**src/rtl/fwd_scoreboard.sv**
```systemverilog
// fwd_scoreboard: forwarding and load-use hazard unit sitting beside the ID/EX boundary.
// Keeps a shadow pipeline of destination tags from EX onward, produces registered
// per-operand forwarding selects for EX and a combinational stall request for ID.
// Optional build macro: FWD_STATS_EN enables the saturating 16-bit stall-cycle counter;
// without it stall_cnt is tied to zero and no counter flops exist.
module fwd_scoreboard #(
  parameter int REG_AW    = 5,
  parameter int NUM_SRC   = 2,
  parameter int FWD_DEPTH = 2,
  parameter int LOAD_LAT  = 1,
  localparam int SELW     = $clog2(FWD_DEPTH + 1)
) (
  input  logic                      clk,
  input  logic                      rst_n,
  input  logic                      pipe_en,
  input  logic                      flush,
  input  logic                      id_valid,
  input  logic                      id_regwrite,
  input  logic                      id_is_load,
  input  logic [REG_AW-1:0]         id_rd,
  input  logic [NUM_SRC*REG_AW-1:0] id_src,
  output logic                      stall,
  output logic [NUM_SRC*SELW-1:0]   fwd_sel,
  output logic [15:0]               stall_cnt
);

  // Tag entries 0..FWD_DEPTH-1; entry 0 is the EX instruction. The last logical entry
  // (index FWD_DEPTH) can never be matched by a younger reader, so it is not stored.
  logic [FWD_DEPTH-1:0]             validQ;
  logic [FWD_DEPTH-1:0]             regwriteQ;
  logic [FWD_DEPTH-1:0]             isLoadQ;
  logic [FWD_DEPTH-1:0][REG_AW-1:0] rdQ;

  logic [NUM_SRC*SELW-1:0] fwdSelQ;
  logic [NUM_SRC*SELW-1:0] fwdSelD;
  logic [NUM_SRC-1:0]      srcHazard;
  logic [REG_AW-1:0]       srcReg;
  logic                    accept;

  // Per source: scan oldest to youngest so the youngest live match overwrites older ones.
  always_comb begin
    fwdSelD   = '0;
    srcHazard = '0;
    srcReg    = '0;
    for (int s = 0; s < NUM_SRC; s++) begin
      srcReg = id_src[s*REG_AW +: REG_AW];
      for (int j = FWD_DEPTH - 1; j >= 0; j--) begin
        if (validQ[j] && regwriteQ[j] && (rdQ[j] != '0) && (rdQ[j] == srcReg)) begin
          fwdSelD[s*SELW +: SELW] = SELW'(j + 1);
          // Load data is not forwardable until it has reached stage LOAD_LAT+1.
          srcHazard[s]            = isLoadQ[j] && (j < LOAD_LAT);
        end
      end
    end
  end

  // Flush wins over stall: a killed instruction never requests a stall.
  always_comb begin
    stall  = id_valid & ~flush & (|srcHazard);
    accept = id_valid & ~flush & ~stall;
  end

  // Advance the tag pipeline and register the selects for the instruction entering EX.
  always_ff @(posedge clk or negedge rst_n) begin
    if (!rst_n) begin
      validQ    <= '0;
      regwriteQ <= '0;
      isLoadQ   <= '0;
      rdQ       <= '0;
      fwdSelQ   <= '0;
    end else if (pipe_en) begin
      for (int k = FWD_DEPTH - 1; k >= 1; k--) begin
        validQ[k]    <= validQ[k-1];
        regwriteQ[k] <= regwriteQ[k-1];
        isLoadQ[k]   <= isLoadQ[k-1];
        rdQ[k]       <= rdQ[k-1];
      end
      validQ[0]    <= accept;
      regwriteQ[0] <= accept & id_regwrite;
      isLoadQ[0]   <= accept & id_is_load;
      rdQ[0]       <= accept ? id_rd : '0;
      fwdSelQ      <= accept ? fwdSelD : '0;
    end
  end

  assign fwd_sel = fwdSelQ;

`ifdef FWD_STATS_EN
  logic [15:0] stallCntQ;

  // Count cycles in which the pipeline actually advanced while stalled; saturate.
  always_ff @(posedge clk or negedge rst_n) begin
    if (!rst_n) begin
      stallCntQ <= '0;
    end else if (pipe_en && stall && (stallCntQ != 16'hFFFF)) begin
      stallCntQ <= stallCntQ + 16'd1;
    end
  end

  assign stall_cnt = stallCntQ;
`else
  assign stall_cnt = '0;
`endif

endmodule

```
**config.mk**
```make
export PLATFORM = sky130hd
export DESIGN_NAME = fwd_scoreboard
export DESIGN_NICKNAME = d
export VERILOG_FILES = /design/src/rtl/fwd_scoreboard.sv
export SDC_FILE = /design/constraint.sdc
export NUM_CORES = 1
export LEC_CHECK = 0
export BUFFER_PORTS_ARGS = -buffer_cell sky130_fd_sc_hd__buf_2
export CORE_ASPECT_RATIO = 0.9
export CORE_MARGIN = 4
export CORE_UTILIZATION = 45
export DETAILED_ROUTE_END_ITERATION = 10
export PLACE_DENSITY = 0.71
export SLEW_MARGIN = 20
export SYNTH_ARGS = -nofsm -noshare
export SYNTH_HDL_FRONTEND = slang
export SYNTH_SLANG_ARGS = --single-unit
export TNS_END_PERCENT = 50
```
**constraint.sdc**
```tcl
create_clock -name clk -period 1.9 [get_ports clk]
set_input_delay 0.19 -clock clk [delete_from_list [all_inputs] [get_ports clk]]
set_output_delay 0.19 -clock clk [all_outputs]
set_load 0.03 [all_outputs]
```
==> results.toml <==
[outcome]
status = "finished with violations"
violations = "setup timing"

[timing]
finalHoldViolations = 0
fmax_ghz = 0.486
setup_viol = 1
hold_slack_ps = 103
timing.final.crit_share_pct = 108
fin_crit_ps = 2060
worst_slack_ps = -160
fin_worst_skew_ps = 1.12
rsz0062_at_grt = "true"
slew_viol_final = 0

[routing]
drtAntennaViolNets = 0
wl_per_cell_um = 15.6
first_iter_violations = 13
vias_per_cell = 5.30
drc_errors = 0
dr_total_vias = 907
dr.pass1.iters = 4
routed_wirelength_mm = 2.67

[worst_setup_path]
crit_path_start = "rdQ[3]$_DFFE_PN0P_"
path_class = "reg2out"
end_kind = "output pin"
start_kind = "flip-flop"
crit_required_ps = 1710
crit_end = "stall"
r2r_cells = 4
r2r_setup_slack_ps = 80
crit_arrival_ps = 1870
r2r_end = "rdQ[4]$_DFFE_PN0P_"
r2r-start = "rdQ[3]$_DFFE_PN0P_"
crit_fanout = 5

[finish]
n_antenna_cell = 0
nets = 166
layout-drive-gt1-share_pct = 42.7
final_cells = 171
area_growth_pct = 22.1
design_area_um2 = 1440
final_core_util_pct = 58.3

[logic_synthesis]
synthTopCellsByArea = "dfrtp_1, xnor2_1, buf_4"
yosysUniqueCellTypes = 31
synth_top_area_share_pct = 40.3
postSynth.asyncResetShare_pct = 100
syn_area_um2 = 1180
synth_edf_count = 0
syn_area_per_cell_um2 = 10.7
synthMostInstantiatedCell = "dfrtp_1"
synthTopCellsByCount = "dfrtp_1, buf_4, xnor2_1"
seq_area_frac_synth_pct = 40.3
synthFlopType = "dfrtp_1"
yosysTopAreaCell = "dfrtp_1"
yosys_warnings = 0
synth_cells = 110
ys_seq_elements = 19

[clocking]
clk_latency_ps = 300
clock_path_buffers = 2
cts_inserted_buffers = 3
clkTransAtPathRegs_ps = 110
ctsHtreeMaxLevel = 1
cts_num_sinks = 19
root_buffer = "clkbuf_4"
cts_tree = "done"

[pwr]
power_density_nw_per_um2 = 619
leakagePower_nw = 0.717
peakVddDrop_v = 0.000547

[place]
place_congestion = 0.854
dp.cells = 162
hpwl_mm = 2.02
portBuffers = 26
dpl_cell_area_um2 = 1280

[grt]
overflow = 0
grt_pass1_wl_mm = 4.30
track_usage_pct = 16.0
grt_start_max_net_pins = 20
grt_pass1_vias = 950
antenna_found_initial = 0

[min_path]
min_from = "id_rd[1]"
hp-class = "in2reg"

[die]
dieArea_um2 = 3500
initial_utilization_pct = 47.8
die_x_um = 61.9
ios = 43
coreArea_um2 = 2470
die_h_um = 56.6
num_rows = 17

[run]
cap_viol_max_count = 0
-- worst min-delay path by stage --
stage / end / slack (ps) / cells past startpoint
final: rdQ[1]$_DFFE_PN0P_ / 100 / 2
after global routing: rdQ[1]$_DFFE_PN0P_ / 90 / 2
after CTS: rdQ[1]$_DFFE_PN0P_ / 90 / 2
after detailed placement: validQ[0]$_DFFE_PN0P_ / 150 / 1
after global placement: validQ[0]$_DFFE_PN0P_ / 150 / 1
after floorplan: fwd_sel[0]$_DFFE_PN0P_ / -110 / 0
-- per-layer routing --
layer | GRT usage [%] | wire length, µm | up-vias | part of all wire [%]
li1 | - | - | 425 | -
met1 | 20.4 | 1060 | 450 | 39
met2 | 26.6 | 1430 | 30 | 53
met3 | 4.83 | 184 | 2 | 6.9
met4 | 2.73 | 8 | 0 | 0.30
met5 | 0 | 0 | - | 0
-- layout make-up --
| type | count | area (µm²) |
|---|---|---|
| clock inverters | 1 | 5.00 |
| inverters | 3 | 11.3 |
| multi-input cells | 85 | 704 |
| well taps | 28 | 35.0 |
| flip-flops and latches | 19 | 480 |
| fillers | 218 | 1030 |
| repair buffers | 32 | 180 |
| clock buffers | 3 | 22.5 |
-- per-stage QoR --
stage | total power [mW] | TNS, ps | setup slack (ps)
after floorplan | 0.616 | 0 | 58.3
after global placement | 0.648 | 0 | 84.6
after detailed placement | 0.653 | 0 | 77.7
after CTS | 0.871 | -158 | -158
after global routing | 0.939 | -232 | -232
final | 0.891 | -160 | -160
-- worst max-delay path: stages, from the launching register on --
cell     delay (ps)
dfrtp_1         480
or4_4           530
o211a_4         260
nand3_2          90
nor3b_2          50
buf_4           160
-- registers in the layout, summed over array words and instances, names as in the netlist --
| signal | count |
|---|---|
| fwd_sel | 4 |
| isLoadQ | 1 |
| rdQ | 10 |
| regwriteQ | 2 |
| validQ | 2 |
-- report_power, final --
part           switching [mW]  leakage, nW  internal (mW)
clock network           0.128       0.0177         0.0785
logic                   0.128        0.448         0.0969
registers              0.0328        0.251          0.427
total                   0.289        0.717          0.602
-- logic make-up after synthesis --
kind of cell,synth area share [%]
compound gates,15.8
mux,6.69
flops,40.3
xor+xnor,14.9
simple gates,10.2
other cells,0.318
buf+inv,11.8
-- placed cells by master, fill, tap and decap left out, types with 3 or more instances in the layout --
master | netlist | final
buf_2 | 0 | 25
conb_1 | 1 | 16
dfrtp_1 | 19 | 15
xnor2_2 | 0 | 7
xnor2_1 | 14 | 7
mux2_2 | 7 | 7
a22o_1 | 6 | 6
xor2_1 | 6 | 6
buf_4 | 16 | 6
nor2_1 | 4 | 4
dfrtp_2 | 0 | 4
inv_1 | 3 | 3
a21o_1 | 3 | 3
clkbuf_4 | 0 | 3
-- repair_timing --
action | in CTS | in global routing
resized for setup | 4 | 13
endpoints found under the setup margin | 1 | 1
hold endpoints to repair | 19 | 0
pin swaps | 0 | 1
hold buffers | 1 | 0
setup buffers | 3 | 1
Power figures use the tool's default switching activity.
